**config.mk**
```make
export PLATFORM = sky130hd
export DESIGN_NAME = coriolis_stream_src
export DESIGN_NICKNAME = d
export VERILOG_FILES = /design/src/rtl/coriolis_stream_src.sv
export SDC_FILE = /design/constraint.sdc
export NUM_CORES = 1
export LEC_CHECK = 0
export BUFFER_PORTS_ARGS = -buffer_cell sky130_fd_sc_hd__buf_2
export CAP_MARGIN = 20
export CELL_PAD_IN_SITES_DETAIL_PLACEMENT = 1
export CELL_PAD_IN_SITES_GLOBAL_PLACEMENT = 1
export CORE_MARGIN = 2
export CORE_UTILIZATION = 45
export CTS_BUF_LIST = sky130_fd_sc_hd__clkbuf_2
export DETAILED_ROUTE_END_ITERATION = 8
export PLACE_DENSITY_LB_ADDON = 0.1
export SLEW_MARGIN = 25
export SYNTH_ARGS = -nofsm -noshare
export SYNTH_HDL_FRONTEND = slang
export SYNTH_SLANG_ARGS = --single-unit
```
**constraint.sdc**
```tcl
create_clock -name clk -period 6.68 [get_ports clk]
set_input_delay 0.668 -clock clk [delete_from_list [all_inputs] [get_ports clk]]
set_output_delay 0.668 -clock clk [all_outputs]
set_load 0.02 [all_outputs]
```
**src/rtl/coriolis_stream_src.sv**
```systemverilog
// coriolis_stream_src: streams nitems IEEE-754 singles from RAM to a kernel node as 34-bit FloPoCo words.
// Latency: first ovalid 3 cycles after an accepted start; 1 item/cycle sustained with oready high.
// Backpressure: 2-entry output buffer; RAM reads are throttled so the buffer never overflows.
//
// Ports:
//   clk, rst            clock, synchronous active-high reset
//   start, nitems       job request (sampled in IDLE only) and item count 0..2^ADDRW
//   busy, done          job in progress (cycle after start through DONE), one-cycle completion pulse
//   mem_rd, mem_addr    RAM read enable/address; mem_rdata returns one cycle after mem_rd
//   ovalid, out1, oready  output stream {exc[1:0], word[31:0]}, transfer on ovalid & oready
module coriolis_stream_src #(
   parameter int DATAW   = 32,
   parameter int STREAMW = 34,
   parameter int ADDRW   = 10
) (
   input  logic               clk,
   input  logic               rst,
   input  logic               start,
   input  logic [ADDRW:0]     nitems,
   output logic               busy,
   output logic               done,
   output logic               mem_rd,
   output logic [ADDRW-1:0]   mem_addr,
   input  logic [DATAW-1:0]   mem_rdata,
   output logic               ovalid,
   output logic [STREAMW-1:0] out1,
   input  logic               oready
);

   typedef enum logic [1:0] {S_IDLE, S_RUN, S_DONE} state_t;

   localparam logic [ADDRW:0] CNT_ONE = {{ADDRW{1'b0}}, 1'b1};

   state_t             state, state_nx;
   logic [ADDRW:0]     n_lat;
   logic [ADDRW:0]     rd_cnt;
   logic [ADDRW:0]     tx_cnt;
   logic [ADDRW:0]     tx_cnt_nx;
   logic               inflight;

   logic [STREAMW-1:0] fifo_mem [2];
   logic               wr_ptr;
   logic               rd_ptr;
   logic [1:0]         occ;

   logic               push;
   logic               pop;
   logic [2:0]         need;
   logic [2:0]         room;

   logic [7:0]         rd_e;
   logic [22:0]        rd_f;
   logic [STREAMW-1:0] rd_conv;

   assign pop       = ovalid & oready;
   assign push      = inflight;
   assign tx_cnt_nx = tx_cnt + {{ADDRW{1'b0}}, pop};

   // Issue only if the item it returns is guaranteed a slot: entries held plus the
   // one still in flight, minus the one leaving now, must stay below 2.
   assign need   = {1'b0, occ} + {2'b00, inflight};
   assign room   = 3'd2 + {2'b00, pop};
   assign mem_rd = (state == S_RUN) && (rd_cnt < n_lat) && (need < room);

   assign mem_addr = rd_cnt[ADDRW-1:0];
   assign busy     = (state != S_IDLE);
   assign done     = (state == S_DONE);
   assign ovalid   = (occ != 2'd0);
   assign out1     = fifo_mem[rd_ptr];

   // IEEE single -> FloPoCo: denormals flush to signed zero, inf/NaN tagged by exc.
   always_comb begin
      rd_e    = mem_rdata[30:23];
      rd_f    = mem_rdata[22:0];
      rd_conv = {2'b01, mem_rdata};
      if (rd_e == 8'h00) begin
         rd_conv = {2'b00, mem_rdata[31], 31'd0};
      end else if (rd_e == 8'hff) begin
         rd_conv = (rd_f == 23'd0) ? {2'b10, mem_rdata} : {2'b11, mem_rdata};
      end
   end

   always_ff @(posedge clk) begin
      if (rst) begin
         state <= S_IDLE;
      end else begin
         state <= state_nx;
      end
   end

   always_comb begin
      state_nx = state;
      case (state)
         S_IDLE: begin
            if (start) begin
               state_nx = (nitems == '0) ? S_DONE : S_RUN;
            end
         end
         S_RUN: begin
            // Leave as the final transfer happens so DONE lands the following cycle.
            if (tx_cnt_nx == n_lat) begin
               state_nx = S_DONE;
            end
         end
         S_DONE:  state_nx = S_IDLE;
         default: state_nx = S_IDLE;
      endcase
   end

   always_ff @(posedge clk) begin
      if (rst) begin
         n_lat    <= '0;
         rd_cnt   <= '0;
         tx_cnt   <= '0;
         inflight <= 1'b0;
         wr_ptr   <= 1'b0;
         rd_ptr   <= 1'b0;
         occ      <= 2'd0;
         for (int i = 0; i < 2; i++) begin
            fifo_mem[i] <= '0;
         end
      end else begin
         // A response for a read issued just before reset is dropped because
         // inflight is cleared above.
         inflight <= mem_rd;
         if (state == S_IDLE && start) begin
            n_lat  <= nitems;
            rd_cnt <= '0;
            tx_cnt <= '0;
         end else begin
            if (mem_rd) begin
               rd_cnt <= rd_cnt + CNT_ONE;
            end
            if (pop) begin
               tx_cnt <= tx_cnt_nx;
            end
         end
         if (push) begin
            fifo_mem[wr_ptr] <= rd_conv;
            wr_ptr           <= ~wr_ptr;
         end
         if (pop) begin
            rd_ptr <= ~rd_ptr;
         end
         occ <= occ + {1'b0, push} - {1'b0, pop};
      end
   end

endmodule
```
Word level (Yosys, flattened, before mapping)
Memory sizes are Yosys's and may differ from the RTL's. A register that Yosys moved wholly into a read port is not among the register bits.
Index checks and enable logic that the tools add are counted.
Widths: inputs -> output; s select.
- memory bits (writable): 68
- output and inout port bits: 48
- bits of input ports: 47
- latch bits: 0
- logic and storage cells: 55
- bits in read-only memories: 0
- memories kept: 1
- flip-flop bits (word level): 40
- muxes and demuxes: 17
- equality and inequality tests: 6
- reductions and logical operators: 12
- shift-type cells: 0
- $lt $le $gt $ge: 2
- add/sub/neg operators: 6
- bitwise logic cells: 3
- div/mod/pow operators: 0
- $mul: 0
- memory list (name ; depth ; width ; rd ports ; clocked after memory_dff ; write ports ; line ; text):
    fifo_mem ; 2 ; 34 ; 1 ; 1 ; 2 ; 41 ; logic [STREAMW-1:0] fifo_mem [2];
- operators with widths (kind ; count):
    $mux 34 ; 3
    $reduce_or 34->1 ; 1
    $mux 33 ; 1
    $logic_not 23->1 ; 1
    $add 11x1->11 ; 1
    $add 11x1->11 const B ; 1
    $eq 11x11->1 ; 1
    $logic_not 11->1 ; 1
    $lt 11x11->1 ; 1
    $mux 1 ; 9
    $eq 8x8->1 const B ; 1
    $logic_not 8->1 ; 1
    $mux 2 ; 3
    $pmux 2 s2 ; 1
    $reduce_bool 2->1 ; 2
    $add 2x1->3 ; 1
    $add 2x1->3 const A ; 1
    $logic_and 1x1->1 ; 3
    $lt 3x3->1 ; 1
    $add 2x1->2 ; 1
    $eq 2x1->1 const B ; 1
    $eq 2x2->1 const B ; 1
    $logic_not 2->1 ; 1
    $ne 2x1->1 const B ; 1
    other kinds (6) ; 7

Depth between registers and ports, before layout
Gate-level depths: netlist (run 1).
- depth in word-level cells: 6
- mapped depth: 10
- mapped depth without buffers: 10

Worst setup path after synthesis (run 1)
Ideal clock, no wire load.
- path type: input-to-reg
- start point: input port oready
- end point: register state[0]
- path slack: 4064 ps
- buffers on the path: 0
- arrival time: 2478 ps
- setup time: 138 ps
- stages on the path: 9
- cells stage by stage: o21ai_2 > inv_1 > ha_1 > ha_1 > nand3_4 > or3_1 > or3_1 > a32oi_1 > a211oi_1
- cells in the longest elaborated chain, start to end: 5
- RTL lines (item ; line ; text):
    start: declaration ; 27 ; input logic oready
    $and 1x1->1 ; 55 ; assign pop = ovalid & oready;
    $add 11x1->11 ; 57 ; assign tx_cnt_nx = tx_cnt + {{ADDRW{1'b0}}, pop};
    $eq 11x11->1 ; 101 ; if (tx_cnt_nx == n_lat) begin
    $ne 2x1->1 (no source line) ; n/a ;
    $reduce_and 2->1 (no source line) ; n/a ;
    end signal: assignment ; 87 ; state <= state_nx;
    end: declaration ; 34 ; state_t state, state_nx;
No other way between the ends.
A chain may end at the register's enable or synchronous reset.

Worst setup path after layout (run 1)
- start point: register n_lat[2]
- end point: output port mem_rd
- cells in the longest elaborated chain, start to end: 3
- RTL lines (item ; line ; text):
    start: declaration ; 35 ; logic [ADDRW:0] n_lat;
    start signal: assignment ; 127 ; n_lat <= nitems;
    $lt 11x11->1 ; 63 ; assign mem_rd = (state == S_RUN) && (rd_cnt < n_lat) && (need < room);
    $logic_and 1x1->1 (2 in series) ; 63 ;
    end: declaration ; 22 ; output logic mem_rd,
No other way between the ends.

==> results of run 1 <==
synthesized netlist by cell type (2+ instances only):
library cell   n  area share (%)
edfxtp_1      68              38
and3_1        49             5.7
nand2_1       46             3.2
dfxtp_1       41              15
mux2_2        34             7.1
nor2_1        28             1.9
a21oi_1       26             2.4
clkbuf_1      21             1.5
inv_1         21             1.5
and2_1        19             2.2
ha_1          18             4.2
xnor2_1       16             2.6
xor2_1        12             1.9
nor4_1        11             1.3
buf_4         10             1.4
nand3_1       10            0.93
nand4_1       10             1.2
nor3_1         8            0.74
o21ai_0        8            0.74
or3_1          7            0.81
mux2i_1        5            0.93
nor2b_1        5            0.58
buf_2          3            0.28
nor3b_1        3            0.42
o31ai_1        3            0.42
or4_1          3            0.42
a21o_1         2            0.28
o21ai_2        2            0.32
or2_2          2            0.23
cells by family after synthesis:
group                      share of synthesized area (%)
muxes                                               8.01
DFF                                                 53.0
AOI/OAI and AO/OA                                   5.55
and+or+nand+nor                                     20.0
adders and majority gates                           4.17
xor gates and xnor gates                            4.54
buffers and inverters                               4.74
through the flow:
| step | utilization, % | setup WS (ns) |
|---|---|---|
| after floorplan | - | 4.06 |
| after global placement | 49.8 | 3.72 |
| after detailed placement | 49.8 | 3.62 |
| after CTS | 51.0 | 3.25 |
| after global routing | 51.0 | 3.06 |
| final | 51.0 | 3.34 |
worst min-delay path: cells and delay by family:
family | cells | cell delay [ns]
AOI/OAI and AO/OA | 1 | 0.05
buffers and inverters | 1 | 0.10
and+or+nand+nor | 1 | 0.05
cell usage in the layout (no fill, tap or decap), types with 2 or more instances in the layout:
master / count
and3_2: 2
buf_4: 3
clkbuf_2: 9
and2_1: 19
xnor2_1: 16
mux2i_1: 5
nor3b_1: 3
nand3_1: 10
a21o_1: 2
nand4_1: 10
nor4_1: 11
o21ai_0: 8
or3_1: 7
edfxtp_1: 68
inv_6: 2
or4_1: 3
inv_1: 21
mux2_2: 34
a21oi_1: 26
dfxtp_1: 41
xor2_1: 12
o31ai_1: 3
nor2_1: 28
or2_2: 2
ha_1: 18
nor2b_1: 5
and3_1: 47
nand2_1: 45
bufinv_16: 2
nor3_1: 8
buf_2: 94
o21ai_2: 2
layer usage:
metal | global-route usage (%) | vias to the layer above | wire [µm]
li1 | - | 1940 | -
met1 | 25.6 | 1936 | 5500
met2 | 37.7 | 91 | 6630
met3 | 2.71 | 14 | 512
met4 | 6.99 | 0 | 173
met5 | 0 | - | 0
final timing paths:
| path | end | cells past startpoint | start | slack, ns |
|---|---|---|---|---|
| worst min-delay path | n_lat[4] | 3 | nitems[4] | 0.28 |
| worst min register to register | rd_cnt[10] | 2 | rd_cnt[10] | 0.51 |
| worst max register to register | state[1] | 9 | occ[0] | 3.84 |
| worst max-delay path | mem_rd | 8 | n_lat[2] | 3.34 |
power by group:
part | switching [mW] | leakage [nW] | internal, mW
Sequential | 0.0282 | 1.04 | 0.770
Clock | 0.228 | 0.0789 | 0.125
Combinational | 0.275 | 1.49 | 0.179
sequential cells by signal (all words and copies together), names as in the netlist, named ones only:
| register | flops |
|---|---|
| n_lat | 11 |
| rd_ptr | 1 |
| state | 2 |
| occ | 2 |
| rd_cnt | 11 |
| tx_cnt | 11 |
| fifo_mem | 68 |
| inflight | 1 |
| wr_ptr | 1 |
final cells by class:
| class | count | area [µm²] | share of cell area (%) |
|---|---|---|---|
| clock inverter | 7 | 95.1 | 1.57 |
| clock buffer | 9 | 45.0 | 0.744 |
| timing repair buffer | 97 | 493 | 8.14 |
| sequential | 109 | 2860 | 47.3 |
| antenna | 1 | 2.50 | 0.0413 |
| inverter | 21 | 78.8 | 1.30 |
| tap | 147 | 184 | 3.04 |
| multi-input combinational | 338 | 2290 | 37.9 |
==> flow_summary.ini, run 1 <==
[detailed_routing]
avgViaCountPerCell = 5.46
dr_total_vias = 3981
routed_wl_um = 12800
wire_per_inst_um = 17.6
first_pass_iters = 4
drt-initial-drc-count = 207
drc = 0
drtAntennaViolNets = 0

[die]
die_x_um = 114
io_pins = 95
coreArea_um2 = 11900
die_y_um = 114
die-area_um2 = 12900
row_count = 40
start_util_pct = 45.6

[clock_network]
clockRootBuffer = clkbuf_2
cts_made_buffers = 9
cts-resized-gates = 0
post_cts_buffers = 0
cts_hold_buffers = 0
clock_path_buffers = 2
clock_sinks = 109
cts_tree = yes
htree_levels = 3
worstSkewPairLatency_ns = 0.59
path_clk_slew_ns = 0.28

[pwr]
powerDensity_nw_per_um2 = 265
static-leakage-power_nw = 2.61
p_total_mw = 1.60
ir_drop_mv = 0.0977

[global_route]
grt_max_degree = 49
grt_use_total_pct = 20.8
grt_pass1_vias = 4157
overflow = 0
antenna_found_initial = 1
grt_pass1_wl_um = 21100

[synth]
ys_warn_count = 0
syn-mean-instance-area_um2 = 10.7
yosys_register_bits = 109
synthArstFlopShare_pct = 0
synthCells = 504
synth-edff-count = 68
synth.distinct_cells = 42
syn-cell-area_um2 = 5410
synth-main-ff-cell = edfxtp_1
ys_seq_area_share_pct = 53.0
synth_fp_nets = 569

[sta]
period_minus_slack_ns = 3.34
drv_slew = 0
holdWs_ns = 0.279
max_freq_mhz = 299
clock-skew-final_ns = 0.0260
report.final.hold_viol_count = 0
fin_tns_setup_ns = 0
finalSetupViolations = 0
slew_headroom_pct = 47.9
period_share_pct = 50.0
rsz0062_at_grt = no
worst_slew_pin_slew_ns = 0.780

[critical_path]
path_common_cell = inv_1
cp_max_fo = 16
cp_num_buf_inv = 3
end_kind = primary output
start_kind = flop
arrival_ns = 2.67
cp_slowest_stage_delay_ns = 0.59
cp_top_family = compound AO/OA/AOI/OAI gates
crit_chain = inv_1 -> ha_1 -> nand2_1 -> o21ai_0 -> a21oi_1 -> o21ai_2 -> inv_1 -> buf_2
slowest_stage = o21ai_2
critPathKind = reg -> out
crit_required_ns = 6.01

[layout]
areaGrowthSynthToFinish_pct = 12.0
layout.cells.non_filler = 729
nNetsFinal = 641
fillCellCount = 1356
drive_gt1_share_pct = 26.7
fin_area_um2 = 6050

[placement]
gp_congestion = 0.805
place_hpwl_um = 9030
place_area_um2 = 5910
dp_cells = 712
io_buffers = 94

[status]
outcome = finished clean

[flow_run]
max-cap-violations = 0

[hold_path]
hp-class = in -> reg
Note: power is estimated with default switching activity, not from simulation.
==> inputs of run 2 (changes only) <==
Settings changed: ABC_AREA from default to 1, CORE_UTILIZATION 45 to 40.
Clock period 6.68 ns to 2.9 ns, I/O delays scaled along.
==> flow_summary.ini, run 2 <==
[sta]
rsz0062_at_grt = no
finalSetupViolations = 0
period_share_pct = 90.5
max_freq_mhz = 381
drv_slew = 0
clock-skew-final_ns = 0.0147
holdWs_ns = 0.0402
report.final.hold_viol_count = 0
fin_ws_ns = 0.276
worst_slew_pin_slew_ns = 0.774
period_minus_slack_ns = 2.62
slew_headroom_pct = 48.3
fin_tns_setup_ns = 0

[layout]
antenna_cells = 0
final_common_cell = buf_2
mostFrequentLayoutCells = 94 x buf_2, 85 x nand2_1, 81 x inv_1
nNetsFinal = 769
areaGrowthSynthToFinish_pct = 15.8
fillCellCount = 1597
top_register = fifo_mem
largest_reg_flops = 68
drive_gt1_share_pct = 22.8

[synth]
syn-cell-area_um2 = 5510
synth_fp_nets = 667
yosys_register_bits = 109
yosysTopAreaCell = edfxtp_1
ys_warn_count = 0
synth-main-ff-cell = edfxtp_1
syn-mean-instance-area_um2 = 9.15
synth.distinct_cells = 32
ys_top_cells_by_count = 85 x nand2_1, 82 x inv_1, 68 x edfxtp_1
synthCells = 602
netlist.area_leader.share_pct = 37.1
synth-edff-count = 68
ys_seq_area_share_pct = 52.0
synthArstFlopShare_pct = 0
netlist_top_cells_area = edfxtp_1 37%, dfxtp_1 15%, mux2_2 7.0%
yosysMostFrequentCell = nand2_1

[global_route]
grt_max_degree = 47
grt_use_total_pct = 20.0
grt_pass1_wl_um = 23100
overflow = 0
grt_pass1_vias = 4789
antenna_found_initial = 0

[status]
outcome = finished clean

[pwr]
ir_drop_mv = 0.176
p_total_mw = 3.65
static-leakage-power_nw = 2.77
powerDensity_nw_per_um2 = 572

[clock_network]
clockRootBuffer = clkbuf_2
htree_levels = 3
clock_sinks = 109
post_cts_buffers = 0
clock_path_buffers = 2
worstSkewPairLatency_ns = 0.59
cts_made_buffers = 9
path_clk_slew_ns = 0.28
cts_tree = yes

[critical_path]
crit_required_ns = 2.61
start_kind = flop
r2r_setup_slack_ns = 0.42
end_kind = primary output
arrival_ns = 2.33
critPathKind = reg -> out
cp_max_fo = 12
r2r_start = occ[1]
critPathLaunch = n_lat[4]

[detailed_routing]
first_pass_iters = 6
wire_per_inst_um = 16.1
drc = 0
avgViaCountPerCell = 5.06
dr_total_vias = 4474
routed_wl_um = 14300
drtAntennaViolNets = 0
drt-initial-drc-count = 247

[die]
coreArea_um2 = 13300
die_x_um = 121
row_count = 42
io_pins = 95
die_y_um = 121
start_util_pct = 41.3
die-area_um2 = 14700

[placement]
io_buffers = 94
gp_congestion = 0.844
place_hpwl_um = 10100
place_ws_ns = 0.411

[hold_path]
hold_start = mem_rdata[17]
hp-class = in -> reg

[flow_run]
max-cap-violations = 0
## run 2: final cells by class
| class | count | area (µm²) | share of cell area [%] |
|---|---|---|---|
| tap | 176 | 220 | 3.45 |
| clock buffer | 10 | 50.0 | 0.785 |
| multi-input combinational | 376 | 2140 | 33.6 |
| timing repair buffer | 123 | 741 | 11.6 |
| sequential | 109 | 2870 | 44.9 |
| clock inverter | 6 | 38.8 | 0.608 |
| inverter | 85 | 322 | 5.04 |
## run 2: final timing paths
kind / endpoint / cells after the start
worst max-delay path: mem_rd / 10
worst min-delay path: fifo_mem[0][17] / 3
worst max register to register: state[0] / 16
worst min register to register: rd_ptr / 1
## run 2: cell families after synthesis
logic type / after synthesis / share of synthesized area (%)
AOI/OAI and AO/OA: 71 / 6.52
muxes: 34 / 6.95
and+or+nand+nor: 248 / 20.5
xor gates and xnor gates: 5 / 0.795
adders and majority gates: 18 / 4.09
buffers and inverters: 117 / 9.13
DFF: 109 / 52.0
## run 2: critical path, stage by stage (launching register included)
cell     delay [ns]
dfxtp_2        0.40
inv_2          0.06
ha_1           0.29
a21oi_1        0.15
nor2_1         0.06
nor2_1         0.10
nand2_1        0.06
o21ai_0        0.14
nand2_1        0.14
inv_4          0.15
buf_2          0.18
## run 2: metal layers
layer	track usage, %	up-vias	wire, µm
li1	-	2235	-
met1	25.0	2140	6440
met2	35.8	85	7160
met3	2.49	14	486
met4	6.47	0	182
met5	0	-	0
## run 2: metrics by stage
stage	utilization, %	std cells	cell area (µm²)
2_1_floorplan	-	602	5510
3_3_place_gp	45.5	848	6070
3_5_place_dp	45.5	848	6070
4_1_cts	47.7	885	6370
5_1_grt	47.8	885	6380
6_report	47.8	885	6380
## run 2: what timing repair did
item | CTS | global route
resized for setup | 0 | 4
endpoints found under the hold margin | 27 | 0
hold buffers | 21 | 0
setup endpoints to repair | 0 | 1
## run 2: power by group
part | internal (mW) | switching, mW | total, mW | leakage [nW]
logic | 0.428 | 0.717 | 1.15 | 1.67
registers | 1.79 | 0.0865 | 1.87 | 1.04
clock network | 0.116 | 0.512 | 0.628 | 0.0597
total | 2.33 | 1.32 | 3.65 | 2.77
